--- config.mk ---
export PLATFORM = sky130hd
export DESIGN_NAME = keypad_scanner_flat
export DESIGN_NICKNAME = d
export VERILOG_FILES = /design/src/rtl/keypad_pkg.sv /design/src/rtl/keypad_scanner_if.sv /design/src/rtl/keypad_scanner_sync2.sv /design/src/rtl/keypad_scanner.sv /design/src/flat_wrapper.sv
export SDC_FILE = /design/constraint.sdc
export NUM_CORES = 1
export LEC_CHECK = 0
export ABC_AREA = 1
export BUFFER_PORTS_ARGS = -buffer_cell sky130_fd_sc_hd__buf_2
export CAP_MARGIN = 40
export CORE_MARGIN = 8
export CORE_UTILIZATION = 40
export CTS_BUF_LIST = sky130_fd_sc_hd__clkbuf_16
export DETAILED_ROUTE_END_ITERATION = 7
export PLACE_DENSITY_LB_ADDON = 0.15
export SLEW_MARGIN = 20
export SYNTH_ARGS = -nofsm -noshare
export SYNTH_HDL_FRONTEND = slang
export SYNTH_SLANG_ARGS = --single-unit
--- constraint.sdc ---
create_clock -name clk -period 4 [get_ports clk]
set_clock_uncertainty 0.05 [all_clocks]
set_input_delay 0.2 -clock clk [delete_from_list [all_inputs] [get_ports clk]]
set_output_delay 0.2 -clock clk [all_outputs]
set_load 0.1 [all_outputs]
--- src/rtl/keypad_pkg.sv ---
// Shared types and helpers for the 4x4 keypad scanner and heading decoder.
// Purely declarative; no latency and no flow control.
package keypad_pkg;

  typedef enum logic [1:0] {SCAN, DEBOUNCE, HELD, RELEASE} state_t;
  typedef enum logic [1:0] {UP = 2'd0, RIGHT = 2'd1, DOWN = 2'd2, LEFT = 2'd3} dir_t;

  localparam logic [3:0] KEY_UP    = 4'd1;
  localparam logic [3:0] KEY_RIGHT = 4'd6;
  localparam logic [3:0] KEY_DOWN  = 4'd9;
  localparam logic [3:0] KEY_LEFT  = 4'd4;

  // Lowest-index active-low row; only meaningful when some row is low.
  function automatic logic [1:0] low_row(input logic [3:0] r);
    logic [1:0] idx;
    idx = 2'd3;
    if (!r[2]) idx = 2'd2;
    if (!r[1]) idx = 2'd1;
    if (!r[0]) idx = 2'd0;
    return idx;
  endfunction

  function automatic logic [3:0] col_mask(input logic [1:0] idx);
    return ~(4'b0001 << idx);
  endfunction

endpackage

--- src/rtl/keypad_scanner_if.sv ---
// Keypad pin and key/heading event bundle; master is the scanner, slave the board/game side.
// Wires only; no latency and no flow control (events are single-cycle pulses).
interface keypad_scanner_if;
  logic [3:0] keypad_row;
  logic       game_over;
  logic [3:0] keypad_col;
  logic [3:0] key_code;
  logic       key_valid;
  logic       key_held;
  logic [1:0] dir;
  logic       dir_valid;

  modport master (
    input  keypad_row, game_over,
    output keypad_col, key_code, key_valid, key_held, dir, dir_valid
  );

  modport slave (
    output keypad_row, game_over,
    input  keypad_col, key_code, key_valid, key_held, dir, dir_valid
  );
endinterface

--- src/rtl/keypad_scanner_sync2.sv ---
// Parameterized-width two-flop synchronizer with a configurable reset value.
// Latency 2 cycles; no backpressure.
module sync2 #(
  parameter int            W       = 4,
  parameter logic [W-1:0]  RST_VAL = '1
) (
  input  logic         clk,
  input  logic         rst,
  input  logic [W-1:0] d,
  output logic [W-1:0] q
);
  logic [W-1:0] meta;

  always_ff @(posedge clk or posedge rst) begin
    if (rst) begin
      meta <= RST_VAL;
      q    <= RST_VAL;
    end else begin
      meta <= d;
      q    <= meta;
    end
  end
endmodule

--- src/rtl/keypad_scanner.sv ---
// 4x4 keypad column scanner with press/release debounce and reversal-proof heading decode.
// key_valid DEBOUNCE_CNT cycles after debounce entry; no backpressure, events are single pulses.
module keypad_scanner
  import keypad_pkg::*;
#(
  parameter int SCAN_DIV     = 1000,
  parameter int DEBOUNCE_CNT = 20000
) (
  input  logic              clk,
  input  logic              rst,
  keypad_scanner_if.master  kp
);
  localparam int DW = $clog2(SCAN_DIV);
  localparam int BW = $clog2(DEBOUNCE_CNT);
  localparam logic [DW-1:0] DWELL_LAST = DW'(SCAN_DIV - 1);
  localparam logic [BW-1:0] CNT_LAST   = BW'(DEBOUNCE_CNT - 1);

  logic [3:0]    rs;
  state_t        state;
  logic [1:0]    col_idx;
  logic [1:0]    col_inc;
  logic [3:0]    col_drv;
  logic [DW-1:0] dwell;
  logic [BW-1:0] bcnt;
  logic [3:0]    pat;
  logic [1:0]    row_lat;
  logic [3:0]    acc_code;
  logic [3:0]    key_code;
  logic          key_valid;
  logic          key_held;
  dir_t          dir;
  dir_t          dir_nxt;
  dir_t          heading;
  logic          dir_chg;
  logic          dir_valid;
  logic          is_dir_key;

  sync2 #(.W(4), .RST_VAL(4'b1111)) u_sync (
    .clk (clk),
    .rst (rst),
    .d   (kp.keypad_row),
    .q   (rs)
  );

  assign col_inc  = col_idx + 2'd1;
  assign acc_code = {row_lat, col_idx};

  // Heading for the code about to be accepted; reversals and same-heading keys are dropped.
  always_comb begin
    dir_nxt    = dir;
    dir_chg    = 1'b0;
    heading    = dir;
    is_dir_key = 1'b1;
    case (acc_code)
      KEY_UP:    heading = UP;
      KEY_RIGHT: heading = RIGHT;
      KEY_DOWN:  heading = DOWN;
      KEY_LEFT:  heading = LEFT;
      default:   is_dir_key = 1'b0;
    endcase
    if (is_dir_key && !kp.game_over && heading != dir &&
        heading != dir_t'(dir ^ 2'b10)) begin
      dir_nxt = heading;
      dir_chg = 1'b1;
    end
  end

  always_ff @(posedge clk or posedge rst) begin
    if (rst) begin
      state     <= SCAN;
      col_idx   <= 2'd0;
      col_drv   <= 4'b1110;
      dwell     <= '0;
      bcnt      <= '0;
      pat       <= 4'hF;
      row_lat   <= 2'd0;
      key_code  <= 4'h0;
      key_valid <= 1'b0;
      key_held  <= 1'b0;
      dir       <= RIGHT;
      dir_valid <= 1'b0;
    end else begin
      key_valid <= 1'b0;
      dir_valid <= 1'b0;
      case (state)
        SCAN: begin
          if (dwell == DWELL_LAST) begin
            dwell <= '0;
            if (rs != 4'hF) begin
              pat     <= rs;
              row_lat <= low_row(rs);
              bcnt    <= '0;
              state   <= DEBOUNCE;
            end else begin
              col_idx <= col_inc;
              col_drv <= col_mask(col_inc);
            end
          end else begin
            dwell <= dwell + DW'(1);
          end
        end
        DEBOUNCE: begin
          if (rs != pat) begin
            bcnt    <= '0;
            col_idx <= col_inc;
            col_drv <= col_mask(col_inc);
            state   <= SCAN;
          end else if (bcnt == CNT_LAST) begin
            bcnt      <= '0;
            key_code  <= acc_code;
            key_valid <= 1'b1;
            key_held  <= 1'b1;
            dir       <= dir_nxt;
            dir_valid <= dir_chg;
            state     <= HELD;
          end else begin
            bcnt <= bcnt + BW'(1);
          end
        end
        HELD: begin
          if (rs == 4'hF) begin
            bcnt  <= '0;
            state <= RELEASE;
          end
        end
        RELEASE: begin
          if (rs != 4'hF) begin
            bcnt  <= '0;
            state <= HELD;
          end else if (bcnt == CNT_LAST) begin
            bcnt     <= '0;
            key_held <= 1'b0;
            col_idx  <= col_inc;
            col_drv  <= col_mask(col_inc);
            state    <= SCAN;
          end else begin
            bcnt <= bcnt + BW'(1);
          end
        end
        default: state <= SCAN;
      endcase
    end
  end

  assign kp.keypad_col = col_drv;
  assign kp.key_code   = key_code;
  assign kp.key_valid  = key_valid;
  assign kp.key_held   = key_held;
  assign kp.dir        = dir;
  assign kp.dir_valid  = dir_valid;
endmodule

--- src/flat_wrapper.sv ---
// flat-port wrapper written by rule: the top's interface ports become plain ports
module keypad_scanner_flat import keypad_pkg::*;
#(
  parameter int SCAN_DIV     = 1000,
  parameter int DEBOUNCE_CNT = 20000
)
  (clk, rst, kp_keypad_row, kp_game_over, kp_keypad_col, kp_key_code, kp_key_valid, kp_key_held, kp_dir, kp_dir_valid);
  keypad_scanner_if kp_i ();
  input  logic clk;
  input  logic rst;
  input wire logic [$bits(kp_i.keypad_row)-1:0] kp_keypad_row;
  input wire logic [$bits(kp_i.game_over)-1:0] kp_game_over;
  output wire logic [$bits(kp_i.keypad_col)-1:0] kp_keypad_col;
  output wire logic [$bits(kp_i.key_code)-1:0] kp_key_code;
  output wire logic [$bits(kp_i.key_valid)-1:0] kp_key_valid;
  output wire logic [$bits(kp_i.key_held)-1:0] kp_key_held;
  output wire logic [$bits(kp_i.dir)-1:0] kp_dir;
  output wire logic [$bits(kp_i.dir_valid)-1:0] kp_dir_valid;
  assign kp_i.keypad_row = kp_keypad_row;
  assign kp_i.game_over = kp_game_over;
  assign kp_keypad_col = kp_i.keypad_col;
  assign kp_key_code = kp_i.key_code;
  assign kp_key_valid = kp_i.key_valid;
  assign kp_key_held = kp_i.key_held;
  assign kp_dir = kp_i.dir;
  assign kp_dir_valid = kp_i.dir_valid;
  keypad_scanner #(.SCAN_DIV(SCAN_DIV), .DEBOUNCE_CNT(DEBOUNCE_CNT)) u_core (.clk(clk), .rst(rst), .kp(kp_i));
endmodule
==> results of run 1 <==
[path summary, 6_finish.rpt]
kind                                       start                     to  slack (ns)  cells past startpoint
hold / removal                      kp_game_over    u_core.kp.dir_valid        0.19                      3
hold reg to reg            u_core.u_sync.meta[0]     u_core.u_sync.q[0]        0.31                      0
setup / recovery              u_core.u_sync.q[2]         u_core.bcnt[2]        2.09                     10
min in group asynchronous                    rst        u_core.bcnt[11]        0.49                      3
max in group asynchronous                    rst  u_core.u_sync.meta[0]        2.57                      4
setup reg to reg              u_core.u_sync.q[2]         u_core.bcnt[2]        2.09                     10
[cells in the mapped netlist]
cell | instances | area [sq um]
nand2_1 | 106 | 398
xnor2_1 | 2 | 17.5
xor2_1 | 7 | 61.3
a21oi_1 | 7 | 35.0
buf_6 | 2 | 22.5
inv_2 | 5 | 18.8
nand3b_4 | 1 | 20.0
nand3b_1 | 2 | 15.0
dfstp_2 | 16 | 420
nand3_1 | 35 | 175
o22ai_1 | 2 | 12.5
ha_1 | 8 | 100
nor2_4 | 6 | 67.6
o21bai_1 | 2 | 15.0
nor2_1 | 36 | 135
inv_6 | 1 | 8.76
inv_1 | 46 | 173
nor3_4 | 1 | 16.3
dfrtp_1 | 40 | 1000
a31oi_1 | 1 | 6.26
and2_1 | 1 | 6.26
o21ai_2 | 1 | 8.76
o21ai_1 | 10 | 50.1
nand2_2 | 6 | 37.5
nor3_1 | 6 | 30.0
nand2_4 | 4 | 45.0
o21ai_0 | 16 | 80.1
nand4_1 | 15 | 93.8
[routing by layer]
layer | wire [microns] | part of all wire (%)
met5 | 0 | 0
met4 | 99 | 1.5
met3 | 242 | 3.6
met2 | 3110 | 46
met1 | 3270 | 49
[power breakdown]
part / switching [mW] / internal, mW / total, mW
Sequential: 0.00280 / 0.574 / 0.577
Combinational: 0.0186 / 0.00910 / 0.0277
Clock: 0.202 / 0.229 / 0.430
Total: 0.223 / 0.812 / 1.03
[metrics by stage]
stage / instance area (sq um) / worst slack (ns)
after floorplan: 3070 / 2.34
after global placement: 3280 / 2.11
after detailed placement: 3280 / 2.09
after CTS: 3470 / 2.07
after global routing: 3470 / 1.87
final: 3470 / 2.09
[final cells by class]
| cell class | instances | area share, % |
|---|---|---|
| Clock inverter | 3 | 0.397 |
| Tap cell | 102 | 3.68 |
| Sequential cell | 56 | 41.0 |
| Clock buffer | 5 | 3.61 |
| Multi-Input combinational cell | 275 | 41.1 |
| Inverter | 52 | 5.77 |
| Timing Repair Buffer | 25 | 4.40 |
[cells by family after synthesis]
group	count (synthesis)
AO/OA/AOI/OAI	39
XOR/XNOR	9
adder cells (fa/ha/maj)	8
buffers and inverters	54
flip-flops	56
AND/OR/NAND/NOR	219
[timing repair]
item,CTS,global route
hold buffers,5,0
endpoints found under the hold margin,27,0
setup buffers,0,0
[state kept, by name, summed over array words and instances (netlist names)]
name,cells
u_core.bcnt,15
u_core.dwell,10
u_core.kp.key_code,4
u_core.kp.keypad_col,4
u_core.pat,4
u_core.u_sync.meta,4
u_core.u_sync.q,4
u_core.col_idx,2
u_core.kp.dir,2
u_core.row_lat,2
u_core.state,2
u_core.kp.dir_valid,1
u_core.kp.key_held,1
u_core.kp.key_valid,1
[worst min-delay path: stages]
cell      delay (ns)
buf_2           0.08
nand3b_1        0.16
nor2_4          0.05
[layout by cell type, fill, tap and decap left out, drive strengths merged]
cell type	count
a21oi	7
a31oi	1
and2	1
buf	20
clkbuf	5
clkinv	1
dfrtp	40
dfstp	16
dlygate4sd3	5
ha	8
inv	54
nand2	116
nand3	35
nand3b	3
nand4	15
nor2	42
nor3	7
o21ai	27
o21bai	2
o22ai	2
xnor2	2
xor2	7
==> flow_metrics.py, run 1 <==
metrics = {
    "status": {
        "outcome": "complete, no violations",
    },
    "logic_synthesis": {
        "netlist_instances": 385,
        "avgSynthCellArea_sq_um": 7.98,
        "synth_seq_cells": 56,
        "synth_cell_types": 28,
        "synth_nets": 400,
        "syn_area_sq_mm": 0.00307,
        "synth_top_family_by_area": "simple AND/OR/NAND/NOR gates",
        "synth_warnings": 0,
        "yosys.area_share.adder_pct": 3.26,
        "synth_xor_xnor_area_share_pct": 2.57,
        "synth_seq_area_share_pct": 46.3,
        "synth-compound-area-share_pct": 6.76,
        "synth-simple-area-share_pct": 33.9,
        "synth_mux_area_share_pct": 0,
    },
    "flow_run": {
        "drv_cap": 0,
    },
    "sta": {
        "fmax_mhz": 524,
        "hold_violations": 0,
        "fin_crit_ns": 1.91,
        "worstMarginPinSlew_ns": 0.626,
        "tns_ns": 0,
        "maxSlewHeadroom_pct": 58.2,
        "drv_slew": 0,
        "finalSetupViolCount": 0,
        "post-route-period-util_pct": 47.8,
        "rsz0062_at_grt": "false",
        "worst_hold_slack_ns": 0.188,
    },
    "setup_path": {
        "required_ns": 4.17,
        "max_stage_delay_ns": 0.57,
        "cp.buffers_inverters": 2,
        "worst_path_dominant_cell_family": "simple AND/OR/NAND/NOR gates",
        "critical_path_class": "reg2reg",
        "start_kind": "flip-flop",
        "crit_chain": "nand2_1 > nor2_4 > nand2_1 > o21ai_2 > nand2_4 > inv_6 > nand2_1 > nand2_1 > inv_1 > nor2_1",
        "cp-end-kind": "flip-flop",
        "path_max_fanout": 15,
        "slowest_stage": "dfstp_2",
        "cp_common_cell": "nand2_1",
        "crit_arrival_ns": 2.08,
    },
    "route": {
        "vias": 2495,
        "vias_per_cell": 4.82,
        "drt_iter0_drc": 99,
        "wl_mm": 6.72,
        "wl_per_cell_microns": 13.0,
        "ant_nets": 0,
        "dr.pass1.iters": 5,
        "drc_errors": 0,
    },
    "cts": {
        "cts-root-buf": "clkbuf_16",
        "htreeDepth": 2,
        "numCtsBuffers": 5,
        "cts_sinks": 56,
        "cts_tree": "yes",
        "clock_path_buffers": 2,
        "clock_latency_ns": 0.29,
        "cts_resized": 0,
        "clk_pin_slew_ns": 0.07,
    },
    "worst_hold_path": {
        "hp-class": "in2reg",
    },
    "placed_design": {
        "dp.cells": 505,
        "gp_congestion": 0.921,
        "hpwl_mm": 4.97,
        "portBuffers": 19,
    },
    "die": {
        "core.rowCount": 32,
        "start_util_pct": 40.6,
        "core-area_sq_mm": 0.00757,
        "design.die.area_sq_mm": 0.0107,
        "pin_count": 20,
        "die_w_microns": 104,
        "die-height_microns": 104,
    },
    "power": {
        "p_leak_nw": 1.63,
        "ir_drop_v": 0.000219,
        "power.total_mw": 1.03,
        "pwr_density_cell_mw_per_mm2": 298,
    },
    "cells_and_area": {
        "syn_to_final_growth_pct": 12.9,
        "regArea_sq_mm": 0.00142,
        "post-route-util_pct": 45.8,
        "final_cells": 518,
        "nFillCells": 728,
        "n_antenna_cell": 0,
        "multiInputGateArea_sq_mm": 0.00143,
        "fin_nets": 430,
        "drive_gt1_share_pct": 16.3,
    },
    "grt": {
        "grt_max_degree": 30,
        "antenna_found_initial": 0,
        "use_met2_pct": 21.6,
        "grt_use_total_pct": 12.9,
        "overflow": 0,
        "grt_use_met1_pct": 16.2,
        "grt_most_used_layer": "met2",
        "grt_pass1_wl_mm": 11.7,
        "grt_pass1_vias": 2506,
        "met3_usage_pct": 2.35,
    },
}
(Power assumes the default switching activity.)
==> run 2, diff against run 1 <==
==> constraint.sdc (replaced) <==
create_clock -name clk -period 1.74 [get_ports clk]
set_clock_uncertainty 0.05 [all_clocks]
set_input_delay 0.087 -clock clk [delete_from_list [all_inputs] [get_ports clk]]
set_output_delay 0.087 -clock clk [all_outputs]
set_load 0.1 [all_outputs]
==> run 2 against run 1 <==
  * Die area did not move
  * Worst setup slack worse by 2.1 ns
  * Core utilization rose by 4.2 points
  * Critical endpoint is now u_core.pat[2]
==> flow_metrics.py, run 2 (synthesis gave the netlist of run 1 again) <==
metrics = {
    "cells_and_area": {
        "layout_commonest_cell": "nand2_1",
        "final_area_sq_mm": 0.00378,
        "final_cells": 550,
        "largestRegisters": "u_core.bcnt: 15 flops, u_core.dwell: 10 flops",
        "largest_register_ffs": 15,
        "largest_register": "u_core.bcnt",
        "drive_gt1_share_pct": 25.9,
        "post-route-util_pct": 50.0,
        "mostFrequentLayoutCells": "102 x nand2_1, 44 x inv_1, 39 x dfrtp_1",
        "fin_nets": 462,
        "nFillCells": 730,
        "n_antenna_cell": 0,
        "syn_to_final_growth_pct": 23.1,
    },
    "route": {
        "drc_errors": 0,
        "vias": 2667,
        "ant_nets": 0,
        "wl_per_cell_microns": 12.4,
        "vias_per_cell": 4.85,
        "wl_mm": 6.82,
        "drt_iter0_drc": 71,
        "dr.pass1.iters": 4,
    },
    "setup_path": {
        "critical_path_class": "reg2reg",
        "crit_arrival_ns": 1.89,
        "path_max_fanout": 7,
        "start_kind": "flip-flop",
        "cp-end-kind": "flip-flop",
        "required_ns": 1.92,
    },
    "die": {
        "core-area_sq_mm": 0.00757,
        "core.rowCount": 32,
        "pin_count": 20,
        "die-height_microns": 104,
        "die_w_microns": 104,
        "start_util_pct": 40.6,
        "design.die.area_sq_mm": 0.0107,
    },
    "cts": {
        "htreeDepth": 2,
        "clock_path_buffers": 2,
        "cts-root-buf": "clkbuf_16",
        "clock_latency_ns": 0.29,
        "cts_sinks": 56,
        "numCtsBuffers": 5,
        "clk_pin_slew_ns": 0.08,
        "cts_tree": "yes",
    },
    "grt": {
        "grt_pass1_vias": 2635,
        "grt_max_degree": 30,
        "antenna_found_initial": 0,
        "grt_use_total_pct": 13.1,
        "grt_pass1_wl_mm": 11.9,
        "overflow": 0,
    },
    "sta": {
        "fmax_mhz": 582,
        "fin_crit_ns": 1.72,
        "maxSlewHeadroom_pct": 67.4,
        "worstMarginPinSlew_ns": 0.492,
        "rsz0062_at_grt": "true",
        "finalSetupViolCount": 0,
        "drv_slew": 0,
        "hold_violations": 0,
        "post-route-period-util_pct": 98.7,
    },
    "flow_run": {
        "drv_cap": 0,
    },
    "placed_design": {
        "gp_congestion": 0.883,
        "place_area_sq_mm": 0.00348,
        "hpwl_mm": 5.17,
        "dp.cells": 532,
        "portBuffers": 19,
    },
    "power": {
        "pwr_density_cell_mw_per_mm2": 648,
        "p_leak_nw": 1.79,
        "ir_drop_v": 0.000363,
    },
    "worst_hold_path": {
        "hp-class": "in2reg",
    },
    "status": {
        "outcome": "complete, no violations",
    },
}
[run 2: changes by cell type in the layout (fill, tap and decap cells not counted), moves of 3 or more]
| cell | before | now |
|---|---|---|
| o21ai_1 | 10 | 13 |
| nand2_2 | 6 | 10 |
| buf_4 | 1 | 31 |
| nand2_1 | 106 | 102 |
| o21ai_0 | 16 | 12 |
[run 2: final timing paths]
kind	startpoint	to	slack, ns	cells after the start
setup / recovery	u_core.dwell[1]	u_core.pat[2]	0.02	9
hold / removal	kp_game_over	u_core.kp.dir_valid	0.07	3
setup reg to reg	u_core.dwell[1]	u_core.pat[2]	0.02	9
hold reg to reg	u_core.u_sync.meta[1]	u_core.u_sync.q[1]	0.31	0
max in group asynchronous	rst	u_core.kp.keypad_col[3]	0.82	4
min in group asynchronous	rst	u_core.kp.key_code[2]	0.18	3
[run 2: per-layer routing]
metal  global-route usage [%]  vias to the layer above  share of wire (%)
met5                        0                        -                  0
met4                     4.93                        0                1.7
met3                     2.66                       10                5.2
met1                     16.3                     1245                 47
met2                     21.6                       54                 46
li1                         -                     1358                  -
[run 2: critical path, cell delays in order, from the launching register on]
cell and delay, ns:
dfrtp_1 0.37, ha_2 0.21, nand2_2 0.07, nor2_4 0.13
nand3_4 0.10, buf_6 0.14, nor3_4 0.31, buf_6 0.17
nand2_2 0.04, o21ai_1 0.07
[run 2: power breakdown]
group          switching [mW]  leakage [nW]  internal [mW]  total, mW
Clock                   0.507        0.0719          0.548       1.05
Sequential            0.00577         0.710           1.32       1.32
Combinational          0.0439          1.01         0.0276     0.0715
Total                   0.557          1.79           1.89       2.45
[run 2: metrics by stage]
step	setup TNS (ns)	hold slack [ns]	worst slack, ns	power (mW)
final	0	0.0743	0.0231	2.45
after global routing	-0.626	0.0773	-0.103	2.54
after CTS	0	0.0714	0.00326	2.48
after detailed placement	0	-0.0573	0.0208	1.41
after global placement	0	-0.0582	0.0555	1.41
after floorplan	0	0.0415	0.0754	1.39
[run 2: what timing repair did]
action                                  in CTS  in global routing
endpoints found under the setup margin       3                 26
hold buffers                                 5                  0
gates resized for setup                      1                 23
pin swaps                                    0                  7
hold endpoints to repair                    47                  0
gates cloned                                 0                  0
setup buffers                                0                  5
[run 2: layout make-up]
| type | instances | area (sq um) | share of cell area (%) |
|---|---|---|---|
| multi-input cells | 275 | 1480 | 39.1 |
| flip-flops and latches | 56 | 1420 | 37.6 |
| repair buffers | 57 | 400 | 10.6 |
| inverters | 52 | 200 | 5.29 |
| clock inverters | 3 | 27.5 | 0.728 |
| clock buffers | 5 | 125 | 3.31 |
| well taps | 102 | 128 | 3.38 |
